File: src/rtl/mux16to1_collect_if.sv
// Purpose: bundles the lane, select, request and response handshake signals
//          of mux16to1_collect.
// Ports:   a0..a15 (N-bit result lanes), a_vld (per-lane valid), fn_sel (lane
//          select, 16..31 illegal), req (collect request), busy, out, out_vld,
//          out_rdy, err.
//          The master modport is the side that issues requests and consumes
//          results. The slave modport is the collector.
interface mux16to1_collect_if #(
  parameter int unsigned N = 16
);
  logic [N-1:0] a0;
  logic [N-1:0] a1;
  logic [N-1:0] a2;
  logic [N-1:0] a3;
  logic [N-1:0] a4;
  logic [N-1:0] a5;
  logic [N-1:0] a6;
  logic [N-1:0] a7;
  logic [N-1:0] a8;
  logic [N-1:0] a9;
  logic [N-1:0] a10;
  logic [N-1:0] a11;
  logic [N-1:0] a12;
  logic [N-1:0] a13;
  logic [N-1:0] a14;
  logic [N-1:0] a15;
  logic [15:0]  a_vld;
  logic [4:0]   fn_sel;
  logic         req;
  logic         busy;
  logic [N-1:0] out;
  logic         out_vld;
  logic         out_rdy;
  logic         err;

  modport master (
    output a0, a1, a2, a3, a4, a5, a6, a7,
           a8, a9, a10, a11, a12, a13, a14, a15,
           a_vld, fn_sel, req, out_rdy,
    input  busy, out, out_vld, err
  );

  modport slave (
    input  a0, a1, a2, a3, a4, a5, a6, a7,
           a8, a9, a10, a11, a12, a13, a14, a15,
           a_vld, fn_sel, req, out_rdy,
    output busy, out, out_vld, err
  );
endinterface

File: src/rtl/mux16to1_collect.sv
// Purpose: collects one result from one of 16 function-unit lanes.
//          A request in IDLE latches the lane select. The block then waits,
//          for a bounded time, until that lane reports valid.
//          The result is held until the consumer accepts it.
//          An illegal select or a timeout returns an error response with out=0.
// Ports:   clk, rst_n (async active-low).
//          bus (slave modport): lanes a0..a15, a_vld, fn_sel, req and out_rdy
//          in; busy, out, out_vld and err out, all registered.
module mux16to1_collect #(
  parameter int unsigned N       = 16,
  parameter int unsigned TIMEOUT = 15
) (
  input  logic              clk,
  input  logic              rst_n,
  mux16to1_collect_if.slave bus
);

  localparam int unsigned LANES = 16;
  localparam int unsigned SEL_W = 4;
  localparam int unsigned CNT_W = (TIMEOUT > 0) ? $clog2(TIMEOUT + 1) : 1;
  localparam logic [CNT_W-1:0] CNT_MAX = CNT_W'(TIMEOUT);

  typedef enum logic [1:0] {
    S_IDLE = 2'd0,
    S_WAIT = 2'd1,
    S_HOLD = 2'd2
  } state_t;

  state_t           r_state;
  logic [SEL_W-1:0] r_sel_q;
  logic [CNT_W-1:0] r_cnt;
  logic [N-1:0]     r_out;
  logic             r_out_vld;
  logic             r_err;
  logic             r_busy;

  logic [N-1:0]     w_lane [LANES];
  logic [N-1:0]     w_sel_data;
  logic             w_sel_vld;
  logic             w_sel_legal;

  // Lanes gathered into an array so the latched select can index them.
  assign w_lane[0]  = bus.a0;
  assign w_lane[1]  = bus.a1;
  assign w_lane[2]  = bus.a2;
  assign w_lane[3]  = bus.a3;
  assign w_lane[4]  = bus.a4;
  assign w_lane[5]  = bus.a5;
  assign w_lane[6]  = bus.a6;
  assign w_lane[7]  = bus.a7;
  assign w_lane[8]  = bus.a8;
  assign w_lane[9]  = bus.a9;
  assign w_lane[10] = bus.a10;
  assign w_lane[11] = bus.a11;
  assign w_lane[12] = bus.a12;
  assign w_lane[13] = bus.a13;
  assign w_lane[14] = bus.a14;
  assign w_lane[15] = bus.a15;

  // Only the latched lane is observed in WAIT; other valid bits are ignored.
  assign w_sel_data  = w_lane[r_sel_q];
  assign w_sel_vld   = bus.a_vld[r_sel_q];
  // Selects 16..31 are the ones with the top bit set.
  assign w_sel_legal = ~bus.fn_sel[4];

  // Collect FSM. Every output is a register updated together with the state.
  always_ff @(posedge clk or negedge rst_n) begin
    if (!rst_n) begin
      r_state   <= S_IDLE;
      r_sel_q   <= '0;
      r_cnt     <= '0;
      r_out     <= '0;
      r_out_vld <= 1'b0;
      r_err     <= 1'b0;
      r_busy    <= 1'b0;
    end else begin
      unique case (r_state)
        S_IDLE: begin
          if (bus.req) begin
            r_busy <= 1'b1;
            if (w_sel_legal) begin
              r_sel_q <= bus.fn_sel[SEL_W-1:0];
              r_cnt   <= '0;
              r_state <= S_WAIT;
            end else begin
              r_out     <= '0;
              r_err     <= 1'b1;
              r_out_vld <= 1'b1;
              r_state   <= S_HOLD;
            end
          end
        end
        S_WAIT: begin
          // A valid arriving in the last counted cycle beats the timeout.
          if (w_sel_vld) begin
            r_out     <= w_sel_data;
            r_err     <= 1'b0;
            r_out_vld <= 1'b1;
            r_state   <= S_HOLD;
          end else if (r_cnt == CNT_MAX) begin
            r_out     <= '0;
            r_err     <= 1'b1;
            r_out_vld <= 1'b1;
            r_state   <= S_HOLD;
          end else begin
            r_cnt <= r_cnt + CNT_W'(1);
          end
        end
        S_HOLD: begin
          // On acceptance, out keeps its last value.
          if (bus.out_rdy) begin
            r_out_vld <= 1'b0;
            r_err     <= 1'b0;
            r_busy    <= 1'b0;
            r_state   <= S_IDLE;
          end
        end
        default: begin
          r_out_vld <= 1'b0;
          r_err     <= 1'b0;
          r_busy    <= 1'b0;
          r_state   <= S_IDLE;
        end
      endcase
    end
  end

  assign bus.out     = r_out;
  assign bus.out_vld = r_out_vld;
  assign bus.err     = r_err;
  assign bus.busy    = r_busy;

endmodule

File: src/flat_wrapper.sv
// flat-port wrapper written by rule: the top's interface ports become plain ports
module mux16to1_collect_flat 
#(
  parameter int unsigned N       = 16,
  parameter int unsigned TIMEOUT = 15
)
  (clk, rst_n, bus_a0, bus_a1, bus_a2, bus_a3, bus_a4, bus_a5, bus_a6, bus_a7, bus_a8, bus_a9, bus_a10, bus_a11, bus_a12, bus_a13, bus_a14, bus_a15, bus_a_vld, bus_fn_sel, bus_req, bus_out_rdy, bus_busy, bus_out, bus_out_vld, bus_err);
  mux16to1_collect_if #(.N(N)) bus_i ();
  input  logic clk;
  input  logic rst_n;
  input wire logic [$bits(bus_i.a0)-1:0] bus_a0;
  input wire logic [$bits(bus_i.a1)-1:0] bus_a1;
  input wire logic [$bits(bus_i.a2)-1:0] bus_a2;
  input wire logic [$bits(bus_i.a3)-1:0] bus_a3;
  input wire logic [$bits(bus_i.a4)-1:0] bus_a4;
  input wire logic [$bits(bus_i.a5)-1:0] bus_a5;
  input wire logic [$bits(bus_i.a6)-1:0] bus_a6;
  input wire logic [$bits(bus_i.a7)-1:0] bus_a7;
  input wire logic [$bits(bus_i.a8)-1:0] bus_a8;
  input wire logic [$bits(bus_i.a9)-1:0] bus_a9;
  input wire logic [$bits(bus_i.a10)-1:0] bus_a10;
  input wire logic [$bits(bus_i.a11)-1:0] bus_a11;
  input wire logic [$bits(bus_i.a12)-1:0] bus_a12;
  input wire logic [$bits(bus_i.a13)-1:0] bus_a13;
  input wire logic [$bits(bus_i.a14)-1:0] bus_a14;
  input wire logic [$bits(bus_i.a15)-1:0] bus_a15;
  input wire logic [$bits(bus_i.a_vld)-1:0] bus_a_vld;
  input wire logic [$bits(bus_i.fn_sel)-1:0] bus_fn_sel;
  input wire logic [$bits(bus_i.req)-1:0] bus_req;
  input wire logic [$bits(bus_i.out_rdy)-1:0] bus_out_rdy;
  output wire logic [$bits(bus_i.busy)-1:0] bus_busy;
  output wire logic [$bits(bus_i.out)-1:0] bus_out;
  output wire logic [$bits(bus_i.out_vld)-1:0] bus_out_vld;
  output wire logic [$bits(bus_i.err)-1:0] bus_err;
  assign bus_i.a0 = bus_a0;
  assign bus_i.a1 = bus_a1;
  assign bus_i.a2 = bus_a2;
  assign bus_i.a3 = bus_a3;
  assign bus_i.a4 = bus_a4;
  assign bus_i.a5 = bus_a5;
  assign bus_i.a6 = bus_a6;
  assign bus_i.a7 = bus_a7;
  assign bus_i.a8 = bus_a8;
  assign bus_i.a9 = bus_a9;
  assign bus_i.a10 = bus_a10;
  assign bus_i.a11 = bus_a11;
  assign bus_i.a12 = bus_a12;
  assign bus_i.a13 = bus_a13;
  assign bus_i.a14 = bus_a14;
  assign bus_i.a15 = bus_a15;
  assign bus_i.a_vld = bus_a_vld;
  assign bus_i.fn_sel = bus_fn_sel;
  assign bus_i.req = bus_req;
  assign bus_i.out_rdy = bus_out_rdy;
  assign bus_busy = bus_i.busy;
  assign bus_out = bus_i.out;
  assign bus_out_vld = bus_i.out_vld;
  assign bus_err = bus_i.err;
  mux16to1_collect #(.N(N), .TIMEOUT(TIMEOUT)) u_core (.clk(clk), .rst_n(rst_n), .bus(bus_i));
endmodule
File: config.mk
export PLATFORM = sky130hd
export DESIGN_NAME = mux16to1_collect_flat
export DESIGN_NICKNAME = d
export VERILOG_FILES = /design/src/rtl/mux16to1_collect_if.sv /design/src/rtl/mux16to1_collect.sv /design/src/flat_wrapper.sv
export SDC_FILE = /design/constraint.sdc
export NUM_CORES = 1
export LEC_CHECK = 0
export ABC_CLOCK_PERIOD_IN_PS = 3800
export BUFFER_PORTS_ARGS = -buffer_cell sky130_fd_sc_hd__buf_2
export CAP_MARGIN = 20
export CORE_AREA = 5 5 112 114
export DETAILED_ROUTE_END_ITERATION = 8
export DIE_AREA = 0 0 117 119
export PLACE_DENSITY_LB_ADDON = 0.05
export SYNTH_ARGS = -nofsm -noshare
export SYNTH_HDL_FRONTEND = slang
export SYNTH_SLANG_ARGS = --single-unit
File: constraint.sdc
create_clock -name clk -period 3.8 [get_ports clk]
set_clock_uncertainty 0.15 [all_clocks]
set_input_delay 0.95 -clock clk [delete_from_list [all_inputs] [get_ports clk]]
set_output_delay 0.95 -clock clk [all_outputs]
set_load 0.1 [all_outputs]
==> insert_results.sql, run 1 <==
INSERT INTO impl_metrics (metric_group, metric, value, unit) VALUES
('grt', 'track_usage', '0.207', ''),
('sta', 'finalSetupTns', '0', 'ns'),
('sta', 'max_freq', '353', 'MHz'),
('sta', 'worst_slack', '0.965', 'ns'),
('clocking', 'worst_setup_hold_path_clk_slew', '0.05', 'ns'),
('setup_path', 'critical_path.max_fanout', '31', ''),
('die', 'initial_core_util', '0.285', ''),
('sta', 'hold_violations', '0', ''),
('detailed_routing', 'drt-pass1-iter-count', '5', ''),
('synthesis', 'count_of_cell_types_in_the_netlist', '33', ''),
('sta', 'fin_hold_ws', '0.342', 'ns'),
('hold_path', 'hold-path-cell-count', '1', ''),
('finish', 'syn2layout_area_growth', '55.2', '%'),
('detailed_routing', 'drt_iter0_markers', '163', ''),
('synthesis', 'ys.flop_type', 'sky130_fd_sc_hd__dfrtp_1', ''),
('die', 'die_width', '117', 'µm'),
('finish', 'fin_cells', '641', ''),
('synthesis', 'ranking_of_synthesized_cells_by_area', 'sky130_fd_sc_hd__mux4_2, sky130_fd_sc_hd__dfrtp_1, sky130_fd_sc_hd__a32o_1', ''),
('grt', 'grt_antenna_before_repair', '3', ''),
('clocking', 'clock_sinks', '29', ''),
('placement', 'io_buf_count', '299', ''),
('synthesis', 'commonest_cells_in_the_netlist', 'sky130_fd_sc_hd__mux4_2, sky130_fd_sc_hd__dfrtp_1, sky130_fd_sc_hd__a32o_1, sky130_fd_sc_hd__clkbuf_1, sky130_fd_sc_hd__buf_2', ''),
('setup_path', 'timing.critical_path.from_type', 'register', ''),
('synthesis', 'synthDominantCellAreaShare', '0.573', ''),
('setup_path', 'worstSetupEndpointType', 'register', ''),
('power', 'cellLeakagePower', '2.38', 'nW'),
('detailed_routing', 'route.detailed.drc', '0', ''),
('detailed_routing', 'detail_route.vias_per_cell', '5.27', ''),
('clocking', 'cts-htree-levels', '2', ''),
('die', 'dieHeight', '119', 'µm'),
('synthesis', 'mappedNetlistNets', '488', ''),
('sta', 'finalCriticalPeriod', '2.83', 'ns'),
('placement', 'dp_slack', '0.756', 'ns'),
('die', 'num_io_pins', '300', ''),
('synthesis', 'syn-instance-count', '206', ''),
('synthesis', 'netlist_area', '0.00322', 'mm²'),
('sta', 'rsz0062_at_grt', 'false', ''),
('setup_path', 'timing.setup.critical_path_class', 'reg -> reg', ''),
('finish', 'finalNetCount', '778', ''),
('clocking', 'ctsHoldBuffers', '0', ''),
('synthesis', 'synth_most_common_cell', 'sky130_fd_sc_hd__mux4_2', ''),
('synthesis', 'synth_async_sr_flop_share', '1.00', ''),
('power', 'power.ir.vdd_worst', '471', 'µV'),
('clocking', 'cts_post_setup_buffers_inserted', '0', ''),
('sta', 'timing.final.max_slew_violations', '0', ''),
('grt', 'total_congestion_overflow', '0', ''),
('synthesis', 'yosysSeqAreaShare', '0.225', ''),
('clocking', 'root_buffer', 'sky130_fd_sc_hd__clkbuf_16', ''),
('sta', 'relSlewSlack', '0.566', ''),
('setup_path', 'worst_r2r_path_depth', '4', ''),
('grt', 'grt_start_max_net_pins', '67', ''),
('clocking', 'max-clock-path-buffers', '2', ''),
('synthesis', 'ys_warn_count', '0', ''),
('synthesis', 'post_synth.cell_area_avg', '15.6', 'µm²'),
('sta', 'tightestPinTransition', '0.651', 'ns'),
('clocking', 'post_cts_sizing', '0', ''),
('sta', 'finalCritPeriodShare', '0.746', ''),
('synthesis', 'number_of_storage_elements_in_the_synthesis_netlist', '29', ''),
('hold_path', 'worst_hold_path_type', 'reg -> reg', ''),
('flow_run', 'cap_viol_max_count', '0', ''),
('setup_path', 'cp_data_required_time', '3.81', 'ns'),
('clocking', 'tritoncts_clock_tree', 'yes', ''),
('synthesis', 'yosysTopAreaCell', 'sky130_fd_sc_hd__mux4_2', ''),
('run_status', 'outcome', 'finished clean', ''),
('grt', 'first_global_vias', '3761', ''),
('placement', 'place.detailed.instances', '632', ''),
('placement', 'gp_congestion', '0.807', ''),
('detailed_routing', 'route.antenna.remaining_nets', '0', ''),
('synthesis', 'synth_edf_count', '0', ''),
('setup_path', 'cp_arrival', '2.84', 'ns'),
('die', 'design.die.area', '0.0139', 'mm²');
[through the flow]
step | instance area, µm² | util
detailed placement | 4860 | 0.429
global placement | 4860 | 0.429
finish | 5000 | 0.442
CTS | 5000 | 0.442
floorplan | 3220 | -
global route | 5000 | 0.442
[cells in the final DEF (no fill, tap or decap), drive strengths merged, types with 2 or more instances in the layout]
| cell type | synthesis | final |
|---|---|---|
| mux2 | 6 | 6 |
| clkbuf | 13 | 5 |
| a32o | 16 | 16 |
| inv | 4 | 4 |
| nor2b | 5 | 5 |
| nand4 | 2 | 2 |
| and2 | 2 | 2 |
| mux4 | 82 | 82 |
| or3 | 2 | 2 |
| nand2b | 2 | 2 |
| clkinv | 0 | 2 |
| buf | 11 | 307 |
| o21ai | 4 | 4 |
| a31oi | 2 | 2 |
| a21oi | 4 | 4 |
| nor2 | 3 | 3 |
| a211oi | 2 | 2 |
| dfrtp | 29 | 29 |
| nand2 | 7 | 7 |
[cells by family after synthesis]
group,after synthesis,share of synthesized area
mux,88,0.594
compound gates,34,0.0901
flops,29,0.225
buf+inv,28,0.0411
simple gates,26,0.0458
fa+ha+maj,1,0.00388
[report_power, final]
part           leakage (nW)  switching (mW)  internal (mW)
Clock                0.0696           0.136          0.239
Sequential            0.376           0.156          0.407
Combinational          1.94            1.26           1.27
Total                  2.38            1.55           1.91
[sequential cells by signal (all words and copies together), names as in the netlist]
| register | cells |
|---|---|
| u_core.bus.out | 16 |
| u_core.r_cnt | 4 |
| u_core.r_sel_q | 4 |
| u_core.r_state | 2 |
| u_core.bus.busy | 1 |
| u_core.bus.err | 1 |
| u_core.bus.out_vld | 1 |
[per-layer routing]
| layer | up-vias | track usage | routed length, µm |
|---|---|---|---|
| li1 | 1520 | - | - |
| met1 | 1669 | 0.255 | 5450 |
| met2 | 170 | 0.363 | 7910 |
| met3 | 18 | 0.0543 | 1180 |
| met4 | 4 | 0.0430 | 201 |
| met5 | - | 0 | 14 |
[path summary, 6_finish.rpt]
path                                             endpoint  slack [ns]                           start
max in group asynchronous   u_core.r_sel_q[0]$_DFFE_PN0P_        2.47                           rst_n
min in group asynchronous      u_core.bus.err$_DFFE_PN0P_        0.55                           rst_n
hold / removal             u_core.bus.out[13]$_DFFE_PN0P_        0.34  u_core.bus.out[13]$_DFFE_PN0P_
setup reg to reg            u_core.bus.out[6]$_DFFE_PN0P_        0.97   u_core.r_sel_q[0]$_DFFE_PN0P_
setup / recovery            u_core.bus.out[6]$_DFFE_PN0P_        0.97   u_core.r_sel_q[0]$_DFFE_PN0P_
hold reg to reg            u_core.bus.out[13]$_DFFE_PN0P_        0.34  u_core.bus.out[13]$_DFFE_PN0P_
[critical path, cell delays in order (launching register included)]
cell                       delay [ns]
sky130_fd_sc_hd__dfrtp_4         0.76
sky130_fd_sc_hd__mux4_2          0.58
sky130_fd_sc_hd__o21bai_1        0.35
sky130_fd_sc_hd__nand2_1         0.47
sky130_fd_sc_hd__a32o_1          0.40
[area by class of cell]
class / instances / area (µm²)
Antenna cell: 1 / 2.50
Tap cell: 143 / 179
Timing Repair Buffer: 307 / 1570
Sequential cell: 29 / 731
Inverter: 4 / 15.0
Multi-Input combinational cell: 149 / 2360
Fill cell: 1092 / 6320
Clock buffer: 5 / 125
Clock inverter: 3 / 17.5
(Power assumes the default switching activity.)
==> run 2, diff against run 1 <==
--- a/config.mk
+++ b/config.mk
@@ -5,7 +5,8 @@
 export SDC_FILE = /design/constraint.sdc
 export NUM_CORES = 1
 export LEC_CHECK = 0
-export ABC_CLOCK_PERIOD_IN_PS = 3800
+export ABC_AREA = 1
+export ABC_CLOCK_PERIOD_IN_PS = 2700
 export BUFFER_PORTS_ARGS = -buffer_cell sky130_fd_sc_hd__buf_2
 export CAP_MARGIN = 20
 export CORE_AREA = 5 5 112 114
==> constraint.sdc (replaced) <==
create_clock -name clk -period 2.7 [get_ports clk]
set_clock_uncertainty 0.15 [all_clocks]
set_input_delay 0.675 -clock clk [delete_from_list [all_inputs] [get_ports clk]]
set_output_delay 0.675 -clock clk [all_outputs]
set_load 0.1 [all_outputs]
==> insert_results.sql, run 2 <==
INSERT INTO impl_metrics (metric_group, metric, value, unit) VALUES
('synthesis', 'yosysSeqAreaShare', '0.189', ''),
('synthesis', 'post_synth.cell_area_avg', '5.72', 'µm²'),
('synthesis', 'mappedNetlistNets', '953', ''),
('setup_path', 'timing.critical_path.from_type', 'register', ''),
('die', 'die_width', '117', 'µm'),
('detailed_routing', 'num_vias', '5638', ''),
('detailed_routing', 'drt_iter0_markers', '364', ''),
('sta', 'finalCritPeriodShare', '0.801', ''),
('finish', 'finalNetCount', '1215', ''),
('synthesis', 'synth_most_common_cell', 'sky130_fd_sc_hd__nor2_1', ''),
('power', 'seq_power_share', '0.121', ''),
('synthesis', 'number_of_storage_elements_in_the_synthesis_netlist', '29', ''),
('die', 'initial_core_util', '0.339', ''),
('grt', 'wire_length_of_the_first_global_routing_pass', '29.1', 'mm'),
('sta', 'relSlewSlack', '0.555', ''),
('finish', 'syn2layout_area_growth', '42.6', '%'),
('sta', 'timing.final.max_slew_violations', '0', ''),
('synthesis', 'count_of_cell_types_in_the_netlist', '29', ''),
('die', 'dieHeight', '119', 'µm'),
('grt', 'track_usage', '0.264', ''),
('grt', 'grt_antenna_before_repair', '3', ''),
('power', 'cellLeakagePower', '2.84', 'nW'),
('detailed_routing', 'met2_length', '9.40', 'mm'),
('detailed_routing', 'post_drt_wl_per_cell', '17.4', 'µm'),
('synthesis', 'yosysTopAreaCell', 'sky130_fd_sc_hd__nor2_1', ''),
('sta', 'hold_violations', '0', ''),
('sta', 'rsz0062_at_grt', 'false', ''),
('detailed_routing', 'met1_routed_length', '7.25', 'mm'),
('synthesis', 'ys.flop_type', 'sky130_fd_sc_hd__dfrtp_1', ''),
('sta', 'finalCriticalPeriod', '2.16', 'ns'),
('setup_path', 'cpMostUsedCell', 'sky130_fd_sc_hd__nand2_1', ''),
('grt', 'total_congestion_overflow', '0', ''),
('setup_path', 'critical_path.max_fanout', '44', ''),
('clocking', 'post_cts_sizing', '0', ''),
('power', 'power.ir.vdd_worst', '636', 'µV'),
('setup_path', 'worstPathCellList', 'buf_4 -> buf_4 -> o21ai_0 -> o211ai_1 -> nand3_1 -> nand2_1 -> nand2_1 -> nand2_1', ''),
('grt', 'first_global_vias', '5685', ''),
('sta', 'setup_viol_count_final', '0', ''),
('finish', 'drive_above_1_share', '0.373', ''),
('power', 'power-per-cell-area', '975', 'mW/mm²'),
('power', 'power.switching', '3.15', 'mW'),
('run_status', 'outcome', 'finished clean', ''),
('setup_path', 'crit_slowest_cell', 'sky130_fd_sc_hd__buf_4', ''),
('setup_path', 'critPathTopFamily', 'buffers and inverters', ''),
('setup_path', 'timing.critical_path.slowest_cell_delay', '0.38', 'ns'),
('detailed_routing', 'routed-wl-met3', '1.46', 'mm'),
('finish', 'largest_reg_flops', '16', ''),
('clocking', 'worst_setup_hold_path_clk_slew', '0.05', 'ns'),
('placement', 'gp_congestion', '0.876', ''),
('power', 'cell_internal_power', '2.19', 'mW'),
('synthesis', 'commonest_cells_in_the_netlist', 'sky130_fd_sc_hd__nor2_1, sky130_fd_sc_hd__o21ai_0, sky130_fd_sc_hd__nand2_1, sky130_fd_sc_hd__o211ai_1, sky130_fd_sc_hd__nand3_1', ''),
('setup_path', 'worst_r2r_path_depth', '8', ''),
('placement', 'io_buf_count', '299', ''),
('clocking', 'max-clock-path-buffers', '2', ''),
('placement', 'detailed_place_hpwl', '15.1', 'mm'),
('detailed_routing', 'drt-pass1-iter-count', '4', ''),
('synthesis', 'netlist_area', '0.00384', 'mm²'),
('die', 'design.die.area', '0.0139', 'mm²'),
('setup_path', 'reg2reg_slack', '0.54', 'ns'),
('clocking', 'cts_post_setup_buffers_inserted', '0', ''),
('detailed_routing', 'route.detailed.drc', '0', ''),
('detailed_routing', 'maxUsedRoutingLayer', 'met5', ''),
('clocking', 'clkLatencyLatePin', '0.28', 'ns'),
('sta', 'finalSetupTns', '0', 'ns'),
('synthesis', 'ranking_of_synthesized_cells_by_area', 'sky130_fd_sc_hd__nor2_1, sky130_fd_sc_hd__dfrtp_1, sky130_fd_sc_hd__o21ai_0', ''),
('synthesis', 'ys_warn_count', '0', ''),
('flow_run', 'cap_viol_max_count', '0', ''),
('finish', 'layout.cells.most_common_list', 'sky130_fd_sc_hd__buf_2, sky130_fd_sc_hd__nor2_1, sky130_fd_sc_hd__o21ai_0', ''),
('setup_path', 'cp_data_required_time', '2.76', 'ns'),
('sta', 'max_freq', '462', 'MHz'),
('clocking', 'cts_made_buffers', '5', ''),
('finish', 'postLayoutCoreUtil', '0.484', ''),
('power', 'combinational_cell_fraction_of_total_power', '0.779', ''),
('setup_path', 'timing.setup.critical_path_class', 'reg -> reg', ''),
('sta', 'tightestPinTransition', '0.664', 'ns'),
('synthesis', 'syn-instance-count', '671', ''),
('die', 'std_cell_rows', '39', ''),
('die', 'core', '0.0113', 'mm²'),
('setup_path', 'worstSetupEndpointType', 'register', ''),
('setup_path', 'critical_path_buf_inv_count', '2', ''),
('clocking', 'tritoncts_clock_tree', 'yes', ''),
('detailed_routing', 'wirelength', '18.8', 'mm'),
('finish', 'layout.cells.most_common', 'sky130_fd_sc_hd__buf_2', ''),
('synthesis', 'synthDominantCellAreaShare', '0.193', ''),
('detailed_routing', 'route.antenna.remaining_nets', '0', ''),
('setup_path', 'reg2reg_end', 'u_core.bus.out[2]$_DFFE_PN0P_', ''),
('grt', 'grt_start_max_net_pins', '56', ''),
('clocking', 'clock_sinks', '29', ''),
('clocking', 'root_buffer', 'sky130_fd_sc_hd__clkbuf_16', ''),
('clocking', 'cts-htree-levels', '2', ''),
('setup_path', 'cp_arrival', '2.23', 'ns'),
('detailed_routing', 'detail_route.vias_per_cell', '5.23', ''),
('power', 'power', '5.34', 'mW'),
('synthesis', 'synth_edf_count', '0', ''),
('clocking', 'ctsHoldBuffers', '0', ''),
('setup_path', 'r2r_start', 'u_core.r_sel_q[1]$_DFFE_PN0P_', ''),
('die', 'num_io_pins', '300', ''),
('power', 'clock_power_share', '0.100', ''),
('hold_path', 'worst_hold_path_type', 'in -> async', ''),
('synthesis', 'synth_async_sr_flop_share', '1.00', ''),
('power', 'sw_frac', '0.591', '');
run 2: per-layer routing:
layer | GRT usage | vias to the layer above
met5 | 0 | -
met1 | 0.317 | 2567
met4 | 0.0946 | 4
met2 | 0.461 | 246
li1 | - | 2780
met3 | 0.0517 | 41
run 2: cells by family (layout without fill, tap and decap cells):
group,after synthesis,after routing,share of synthesized area
simple gates,360,360,0.398
other cells,0,1,0
buf+inv,78,341,0.102
xor+xnor,1,1,0.00228
fa+ha+maj,1,1,0.00326
flops,29,29,0.189
compound gates,202,202,0.306
run 2: worst reg2reg max path, cell delays in order (launching register included):
cell and delay [ns]:
sky130_fd_sc_hd__dfrtp_2 0.36, sky130_fd_sc_hd__buf_4 0.38, sky130_fd_sc_hd__buf_4 0.38, sky130_fd_sc_hd__o21ai_0 0.15, sky130_fd_sc_hd__o211ai_1 0.28, sky130_fd_sc_hd__nand3_1 0.15, sky130_fd_sc_hd__nand2_1 0.09, sky130_fd_sc_hd__nand2_1 0.06
sky130_fd_sc_hd__nand2_1 0.10
run 2: worst max path at each step:
stage                                        from                              to  slack (ns)  cells after the start
global placement    u_core.r_sel_q[1]$_DFFE_PN0P_   u_core.bus.out[2]$_DFFE_PN0P_        0.58                      8
finish              u_core.r_sel_q[1]$_DFFE_PN0P_   u_core.bus.out[2]$_DFFE_PN0P_        0.54                      8
global route        u_core.r_sel_q[1]$_DFFE_PN0P_  u_core.bus.out[12]$_DFFE_PN0P_        0.39                      8
detailed placement  u_core.r_sel_q[1]$_DFFE_PN0P_   u_core.bus.out[2]$_DFFE_PN0P_        0.58                      8
CTS                 u_core.r_sel_q[1]$_DFFE_PN0P_   u_core.bus.out[2]$_DFFE_PN0P_        0.57                      8
floorplan                            bus_a_vld[1]   u_core.bus.out[1]$_DFFE_PN0P_        0.93                     10
run 2: area by class of cell:
type                    instances  area, µm²
clock inverters                 2       10.0
multi-input cells             564       2730
diodes                          1       2.50
repair buffers                312       1620
well taps                     143        179
clock buffers                   6        129
flip-flops and latches         29        731
inverters                      21       81.3
fillers                      1217       5840
run 2: stage by stage:
| stage | hold slack, ns | instance area [µm²] | cells | setup WS, ns |
|---|---|---|---|---|
| 3_5_place_dp | 0.312 | 5340 | 1069 | 0.580 |
| 3_3_place_gp | 0.304 | 5340 | 1069 | 0.579 |
| 2_1_floorplan | 0.229 | 3840 | 671 | 0.934 |
| 5_1_grt | 0.338 | 5480 | 1078 | 0.390 |
| 4_1_cts | 0.297 | 5470 | 1077 | 0.571 |
| 6_report | 0.279 | 5480 | 1078 | 0.537 |
run 2: power by group through the flow:
stage / logic (mW) / registers (mW) / clock network, mW
after detailed placement: 4.17 / 0.654 / 0
final: 4.16 / 0.647 / 0.535
after global placement: 4.12 / 0.648 / 0
after global routing: 4.65 / 0.664 / 0.584
after CTS: 4.18 / 0.649 / 0.546
after floorplan: 2.76 / 1.05 / 0
